**config.mk**
```make
export PLATFORM = sky130hd
export DESIGN_NAME = lag_meter_flat
export DESIGN_NICKNAME = d
export VERILOG_FILES = /design/src/rtl/lag_meter_if.sv /design/src/rtl/lag_meter.sv /design/src/flat_wrapper.sv
export SDC_FILE = /design/constraint.sdc
export NUM_CORES = 1
export LEC_CHECK = 0
export BUFFER_PORTS_ARGS = -buffer_cell sky130_fd_sc_hd__buf_2
export CAP_MARGIN = 20
export CORE_AREA = 2 2 142 214
export DETAILED_ROUTE_END_ITERATION = 8
export DIE_AREA = 0 0 144 216
export GPL_ROUTABILITY_DRIVEN = 0
export PLACE_DENSITY_LB_ADDON = 0.05
export SYNTH_ARGS = -nofsm -noshare
export SYNTH_HDL_FRONTEND = slang
export SYNTH_SLANG_ARGS = --single-unit
```
**constraint.sdc**
```tcl
create_clock -name clock -period 3.6 [get_ports clock]
set_input_delay 0.36 -clock clock [delete_from_list [all_inputs] [get_ports clock]]
set_output_delay 0.36 -clock clock [all_outputs]
set_load 0.02 [all_outputs]
```
**src/rtl/lag_meter_if.sv**
```systemverilog
// Bundle of control, sensor and result signals for the lag_meter engine.
// The engine side uses the slave modport; the stimulus side uses master.
interface lag_meter_if #(
    parameter int unsigned CHANNELS  = 1,
    parameter int unsigned CNT_WIDTH = 24
);
    logic                          enable;
    logic                          start;
    logic [CHANNELS-1:0]           sensor;
    logic                          busy;
    logic                          result_valid;
    logic                          avg_valid;
    logic [CHANNELS-1:0]           timeout_flag;
    logic [CHANNELS*CNT_WIDTH-1:0] latency_last;
    logic [CHANNELS*CNT_WIDTH-1:0] latency_avg;
    logic [CHANNELS*CNT_WIDTH-1:0] latency_min;
    logic [CHANNELS*CNT_WIDTH-1:0] latency_max;

    modport master (
        output enable, start, sensor,
        input  busy, result_valid, avg_valid, timeout_flag,
        input  latency_last, latency_avg, latency_min, latency_max
    );

    modport slave (
        input  enable, start, sensor,
        output busy, result_valid, avg_valid, timeout_flag,
        output latency_last, latency_avg, latency_min, latency_max
    );
endinterface

```
**src/rtl/lag_meter.sv**
```systemverilog
// Multi-channel input-lag meter: conditions photo-sensor inputs, timestamps the
// first rising edge after a flash start and keeps last/average/min/max per channel.
module lag_meter #(
    parameter int unsigned          CHANNELS   = 1,
    parameter int unsigned          CNT_WIDTH  = 24,
    parameter int unsigned          FILTER_LEN = 4,
    parameter int unsigned          AVG_LOG2   = 4,
    parameter logic [CNT_WIDTH-1:0] TIMEOUT    = CNT_WIDTH'(8_000_000)
) (
    input  logic        clock,
    input  logic        reset,
    lag_meter_if.slave  bus
);

    localparam int unsigned DB_W  = (FILTER_LEN > 1) ? $clog2(FILTER_LEN) : 1;
    localparam int unsigned ACC_W = CNT_WIDTH + AVG_LOG2;
    localparam int unsigned RC_W  = AVG_LOG2 + 1;
    localparam logic [DB_W-1:0] DB_LAST = DB_W'(FILTER_LEN - 1);
    localparam logic [RC_W-1:0] RC_LAST = RC_W'((1 << AVG_LOG2) - 1);

    typedef enum logic [1:0] {IDLE, ARMED, MEASURE, UPDATE} state_t;

    state_t state, state_next;

    logic [CHANNELS-1:0]  sync1, sync2, filt, filt_d;
    logic [DB_W-1:0]      dbc [CHANNELS];

    logic [CNT_WIDTH-1:0] counter;
    logic [CHANNELS-1:0]  done, cap_hit, done_next;
    logic [CNT_WIDTH-1:0] cap [CHANNELS];
    logic                 all_done, at_timeout, start_accept;

    logic [ACC_W-1:0]     acc     [CHANNELS];
    logic [CNT_WIDTH-1:0] run_min [CHANNELS];
    logic [CNT_WIDTH-1:0] run_max [CHANNELS];
    logic [RC_W-1:0]      round_cnt;
    logic                 avg_pending;

    logic                 busy, result_valid, avg_valid;
    logic [CHANNELS-1:0]  timeout_flag;
    logic [CNT_WIDTH-1:0] last_lat [CHANNELS];
    logic [CNT_WIDTH-1:0] avg_lat  [CHANNELS];
    logic [CNT_WIDTH-1:0] min_lat  [CHANNELS];
    logic [CNT_WIDTH-1:0] max_lat  [CHANNELS];

    // Capture qualification: only fresh 0->1 filtered edges while measuring
    always_comb begin
        cap_hit = '0;
        if (state == MEASURE) begin
            cap_hit = filt & ~filt_d & ~done;
        end
        done_next    = done | cap_hit;
        all_done     = &done_next;
        at_timeout   = (counter == TIMEOUT);
        start_accept = (state == ARMED) && (state_next == MEASURE);
    end

    always_ff @(posedge clock) begin
        if (!reset) begin
            state <= IDLE;
        end else begin
            state <= state_next;
        end
    end

    always_comb begin
        state_next = state;
        case (state)
            IDLE: begin
                if (bus.enable) state_next = ARMED;
            end
            ARMED: begin
                if (!bus.enable)   state_next = IDLE;
                else if (bus.start) state_next = MEASURE;
            end
            MEASURE: begin
                if (!bus.enable)                 state_next = IDLE;
                else if (all_done || at_timeout) state_next = UPDATE;
            end
            UPDATE: begin
                state_next = bus.enable ? ARMED : IDLE;
            end
            default: state_next = IDLE;
        endcase
    end

    // Two-flop synchroniser followed by a consecutive-sample debouncer
    always_ff @(posedge clock) begin
        if (!reset) begin
            sync1  <= '0;
            sync2  <= '0;
            filt   <= '0;
            filt_d <= '0;
            for (int i = 0; i < CHANNELS; i++) begin
                dbc[i] <= '0;
            end
        end else begin
            sync1  <= bus.sensor;
            sync2  <= sync1;
            filt_d <= filt;
            for (int i = 0; i < CHANNELS; i++) begin
                if (sync2[i] != filt[i]) begin
                    if (dbc[i] == DB_LAST) begin
                        filt[i] <= ~filt[i];
                        dbc[i]  <= '0;
                    end else begin
                        dbc[i]  <= dbc[i] + DB_W'(1);
                    end
                end else begin
                    dbc[i] <= '0;
                end
            end
        end
    end

    // Round counter and per-channel first-edge timestamps
    always_ff @(posedge clock) begin
        if (!reset) begin
            counter <= '0;
            done    <= '0;
            for (int i = 0; i < CHANNELS; i++) begin
                cap[i] <= '0;
            end
        end else if (start_accept) begin
            counter <= '0;
            done    <= '0;
        end else if (state == MEASURE) begin
            counter <= counter + CNT_WIDTH'(1);
            done    <= done_next;
            for (int i = 0; i < CHANNELS; i++) begin
                if (cap_hit[i]) cap[i] <= counter;
            end
        end
    end

    // Result publication, window statistics and registered outputs
    always_ff @(posedge clock) begin
        if (!reset) begin
            busy         <= 1'b0;
            result_valid <= 1'b0;
            avg_valid    <= 1'b0;
            timeout_flag <= '0;
            round_cnt    <= '0;
            avg_pending  <= 1'b0;
            for (int i = 0; i < CHANNELS; i++) begin
                last_lat[i] <= '0;
                avg_lat[i]  <= '0;
                min_lat[i]  <= '0;
                max_lat[i]  <= '0;
                acc[i]      <= '0;
                run_min[i]  <= '1;
                run_max[i]  <= '0;
            end
        end else begin
            busy         <= (state_next == ARMED) || (state_next == MEASURE);
            result_valid <= 1'b0;
            avg_valid    <= 1'b0;

            if (start_accept) begin
                timeout_flag <= '0;
            end

            if ((state == MEASURE) && (state_next == UPDATE)) begin
                result_valid <= 1'b1;
                for (int i = 0; i < CHANNELS; i++) begin
                    if (done_next[i]) begin
                        last_lat[i] <= cap_hit[i] ? counter : cap[i];
                    end else begin
                        last_lat[i]     <= '1;
                        timeout_flag[i] <= 1'b1;
                    end
                end
            end

            // Any timed-out channel disqualifies the whole round from the window
            if ((state == UPDATE) && (timeout_flag == '0)) begin
                for (int i = 0; i < CHANNELS; i++) begin
                    acc[i] <= acc[i] + ACC_W'(last_lat[i]);
                    if (last_lat[i] < run_min[i]) run_min[i] <= last_lat[i];
                    if (last_lat[i] > run_max[i]) run_max[i] <= last_lat[i];
                end
                round_cnt <= round_cnt + RC_W'(1);
                if (round_cnt == RC_LAST) avg_pending <= 1'b1;
            end

            if (avg_pending) begin
                avg_pending <= 1'b0;
                avg_valid   <= 1'b1;
                round_cnt   <= '0;
                for (int i = 0; i < CHANNELS; i++) begin
                    avg_lat[i] <= CNT_WIDTH'(acc[i] >> AVG_LOG2);
                    min_lat[i] <= run_min[i];
                    max_lat[i] <= run_max[i];
                    acc[i]     <= '0;
                    run_min[i] <= '1;
                    run_max[i] <= '0;
                end
            end
        end
    end

    assign bus.busy         = busy;
    assign bus.result_valid = result_valid;
    assign bus.avg_valid    = avg_valid;
    assign bus.timeout_flag = timeout_flag;

    for (genvar g = 0; g < CHANNELS; g++) begin : g_flat
        assign bus.latency_last[g*CNT_WIDTH +: CNT_WIDTH] = last_lat[g];
        assign bus.latency_avg[g*CNT_WIDTH +: CNT_WIDTH]  = avg_lat[g];
        assign bus.latency_min[g*CNT_WIDTH +: CNT_WIDTH]  = min_lat[g];
        assign bus.latency_max[g*CNT_WIDTH +: CNT_WIDTH]  = max_lat[g];
    end

endmodule

```
**src/flat_wrapper.sv**
```systemverilog
// flat-port wrapper written by rule: the top's interface ports become plain ports
module lag_meter_flat 
#(
    parameter int unsigned          CHANNELS   = 1,
    parameter int unsigned          CNT_WIDTH  = 24,
    parameter int unsigned          FILTER_LEN = 4,
    parameter int unsigned          AVG_LOG2   = 4,
    parameter logic [CNT_WIDTH-1:0] TIMEOUT    = CNT_WIDTH'(8_000_000)
)
  (clock, reset, bus_enable, bus_start, bus_sensor, bus_busy, bus_result_valid, bus_avg_valid, bus_timeout_flag, bus_latency_last, bus_latency_avg, bus_latency_min, bus_latency_max);
  lag_meter_if #(.CHANNELS(CHANNELS), .CNT_WIDTH(CNT_WIDTH)) bus_i ();
  input  logic clock;
  input  logic reset;
  input wire logic [$bits(bus_i.enable)-1:0] bus_enable;
  input wire logic [$bits(bus_i.start)-1:0] bus_start;
  input wire logic [$bits(bus_i.sensor)-1:0] bus_sensor;
  output wire logic [$bits(bus_i.busy)-1:0] bus_busy;
  output wire logic [$bits(bus_i.result_valid)-1:0] bus_result_valid;
  output wire logic [$bits(bus_i.avg_valid)-1:0] bus_avg_valid;
  output wire logic [$bits(bus_i.timeout_flag)-1:0] bus_timeout_flag;
  output wire logic [$bits(bus_i.latency_last)-1:0] bus_latency_last;
  output wire logic [$bits(bus_i.latency_avg)-1:0] bus_latency_avg;
  output wire logic [$bits(bus_i.latency_min)-1:0] bus_latency_min;
  output wire logic [$bits(bus_i.latency_max)-1:0] bus_latency_max;
  assign bus_i.enable = bus_enable;
  assign bus_i.start = bus_start;
  assign bus_i.sensor = bus_sensor;
  assign bus_busy = bus_i.busy;
  assign bus_result_valid = bus_i.result_valid;
  assign bus_avg_valid = bus_i.avg_valid;
  assign bus_timeout_flag = bus_i.timeout_flag;
  assign bus_latency_last = bus_i.latency_last;
  assign bus_latency_avg = bus_i.latency_avg;
  assign bus_latency_min = bus_i.latency_min;
  assign bus_latency_max = bus_i.latency_max;
  lag_meter #(.CHANNELS(CHANNELS), .CNT_WIDTH(CNT_WIDTH), .FILTER_LEN(FILTER_LEN), .AVG_LOG2(AVG_LOG2), .TIMEOUT(TIMEOUT)) u_core (.clock(clock), .reset(reset), .bus(bus_i));
endmodule
```
==> impl_results.md <==
- Switch share: 23.4%
- FP Rows: 77
- Skew-Pair Late Insertion Delay: 0.55 ns
- Post-DP HPWL: 21.8 mm
- Area grow syn2layout: 15.0%
- Inserted Diodes: 0
- PD cells: 426 nW/um^2
- Max-Cap Viols: 0
- Area of the die: 31,100 sq um
- Max stage delay on crit path: 0.61 ns
- Worst Setup End Kind: register
- Int Pwr: 4.34 mW
- Synthesis warning total: 0
- Clk root buf: clkbuf_16
- Die height: 216 um
- Hold path cells: 2
- Relative slew slack: 36.0%
- Xor/xnor share of the synthesized area: 3.02%
- Maximum vdd drop: 405 uV
- Clock Tree Buf Depth: 3
- Tot GR Track Use: 20.0%
- Most common cell after layout, fill and taps aside: edfxtp_1
- Clock sink count: 239
- CP max FO: 15
- Fin. Hold Viols: 0
- Critical-path cell with the highest stage delay: edfxtp_1
- Avg Synthesized Cell Area: 10.2 sq um
- Core area: 29,200 sq um
- Die width: 144 um
- Grt total ovfl: 0
- Final clock skew: 0.0206 ns
- Post-layout util: 45.7%
- Peak Freq: 335 MHz
- Mux contribution to synthesized area: 0.270%
- Clk pwr share: 42.7%
- Largest net degree at the start of global routing: 110
- Port Buffers: 104
- Final min period: 2.99 ns
- Initial Utilization: 39.7%
- Commonest cells after routing, fill and taps aside: edfxtp_1 (122), dfxtp_1 (116), and3_1 (104), buf_2 (104), a21oi_1 (90)
- Comb pwr share: 5.2%
- Post-CTS sizing: 0
- CTS tree: done
- WP data required: 4.07 ns
- CTS Hold Buffers Added: 0
- CP cell instances: ha_1, nand4_1, or3_1, or2_1, a21oi_1, or3_1, buf_4, nand3_1, a21oi_1
- Mean number of vias per cell: 5.31
- Vias in the first global route: 8,491
- DRC Markers: 0
- Largest family of logic cells by synthesized area: simple AND/OR/NAND/NOR gates
- DRT Pass-1 Iters: 6
- Fill cells: 2,834
- HP Class: in -> reg
- Compound-Gate Fraction of Synth Area: 15.0%
- Dpl cells: 1,584
- Count of state elements after synthesis: 239
- Via Count: 8,653
- Final setup fails: 0
- DR WL/cell: 19.0 um
- Boundary pin count: 105
- DR iter-0 viols: 387
- Async set or reset register ratio after synthesis: 0%
- Finished Layout Cells: 1,630
- Post-synthesis adder-cell area fraction: 8.48%
- Postcts setup bufs: 0
- Post-Synth Simple-Gate Area: 16.8%
- Crit path arrival time: 3.45 ns
- Crit Path Class: reg -> reg
- Post-route cell area: 13,300 sq um
- Slew @ Worst Pin: 0.959 ns
- Outcome: complete, no violations
- Area of the mapped netlist: 11,600 sq um
- Dpl cell area: 12,600 sq um
- Gate Count Post-Synth: 1,131
- RSZ-0062 raised after global routing: false
- Slew Limit Fails: 0
- Hold slack: 0.0232 ns
- Setup TNS: 0 ns
- Worst setup SP type: register
- Fin crit share: 82.9%
- Worst R2R Path Depth: 9
- H-tree Lvls: 1
- Share of layout cells above drive strength 1: 16.0%
- Top FF cell, synth: edfxtp_1
- First-pass GRT wire length: 48.2 mm
- Static Leak: 5.76 nW
- Clk pin slew, worst setup/hold paths: 0.06 ns
- Flop pwr share: 52.1%
- Nets: 1,299
- Post-synth cell types: 62
- Sequential share of the synthesized area: 51.8%
- EDFF count, synth: 122
- Num CTS Buffers: 25
- Psw: 1.33 mW
- Final WL: 30.9 mm
- Routed Antenna Nets: 0
- Initial antenna violation count: 0
-- kinds of logic after synthesis --
group,Yosys count
xor+xnor,40
compound gates,262
simple gates,373
mux,3
flops,239
other cells,1
fa+ha+maj,78
buf+inv,135
-- registers in the layout, summed over array words and instances, names as in the netlist, 5 cells and up --
name              count
u_core.acc           28
u_core.avg_lat       24
u_core.cap           24
u_core.counter       24
u_core.last_lat      24
u_core.max_lat       24
u_core.min_lat       24
u_core.round_cnt      5
u_core.run_max       24
u_core.run_min       24
-- power by group through the flow --
| stage | logic, mW | clock network, mW | registers (mW) |
|---|---|---|---|
| 2_1_floorplan | 0.142 | 0 | 3.05 |
| 3_3_place_gp | 0.296 | 0 | 3.02 |
| 3_5_place_dp | 0.298 | 0 | 3.02 |
| 4_1_cts | 0.299 | 2.50 | 2.96 |
| 5_1_grt | 0.324 | 2.59 | 2.96 |
| 6_report | 0.293 | 2.43 | 2.96 |
-- worst max-delay path, delay by kind of cell, from the launching register on --
family                     cells  cell delay, ns
adders and majority gates      1            0.38
DFF                            1            0.61
buffers and inverters          1            0.30
AOI/OAI and AO/OA              2            0.35
and+or+nand+nor                5            1.25
-- routing by layer --
| layer | vias up | track usage, % | routed length, um |
|---|---|---|---|
| met5 | - | 0 | 0 |
| met4 | 0 | 8.01 | 1180 |
| met3 | 52 | 2.62 | 1150 |
| met2 | 161 | 35.9 | 15900 |
| met1 | 4140 | 23.8 | 12700 |
| li1 | 4300 | - | - |
-- synth_stat cells, types with 3 or more instances --
cell	instances	area share (%)
a21oi_1	91	3.9
buf_2	10	0.43
nor2_1	53	1.7
xor2_1	18	1.4
xnor2_1	22	1.7
ha_1	77	8.3
a211oi_1	10	0.65
nand2b_1	6	0.32
and3_1	104	5.6
nor3_1	8	0.35
o21ai_1	7	0.30
o221a_2	23	2.2
or3_1	9	0.49
dfxtp_1	117	20
o21ai_0	38	1.6
and2_1	9	0.49
a31oi_1	5	0.27
o21a_1	5	0.32
clkbuf_1	57	1.8
inv_1	61	2.0
edfxtp_1	122	32
nor4b_1	4	0.30
o211ai_1	29	1.9
nand2_1	89	2.9
a21o_1	28	1.8
o31ai_1	5	0.32
o21bai_1	5	0.32
nor2b_1	9	0.49
nand3_1	41	1.8
nand4_1	25	1.3
buf_1	3	0.097
-- path summary, 6_finish.rpt --
path	from	end	slack [ns]
max	u_core.last_lat[0][16]	u_core.run_max[0][21]	0.61
min	bus_sensor	u_core.sync1	0.02
max reg2reg	u_core.last_lat[0][16]	u_core.run_max[0][21]	0.61
min reg2reg	u_core.sync1	u_core.sync2	0.43
-- per-stage QoR --
step           total power [mW]  setup slack, ns
2_1_floorplan              3.19            0.227
3_3_place_gp               3.31            0.649
3_5_place_dp               3.31            0.622
4_1_cts                    5.76            0.576
5_1_grt                    5.87            0.317
6_report                   5.67            0.615
-- area by class of cell --
cell class	instances	area, sq um	area share [%]
clock buffers	31	648	4.86
clock inverters	15	101	0.760
inverters	63	239	1.79
multi-input cells	758	5080	38.1
flip-flops and latches	239	6010	45.1
well taps	395	494	3.71
repair buffers	129	758	5.69
Power figures use the tool's default switching activity.
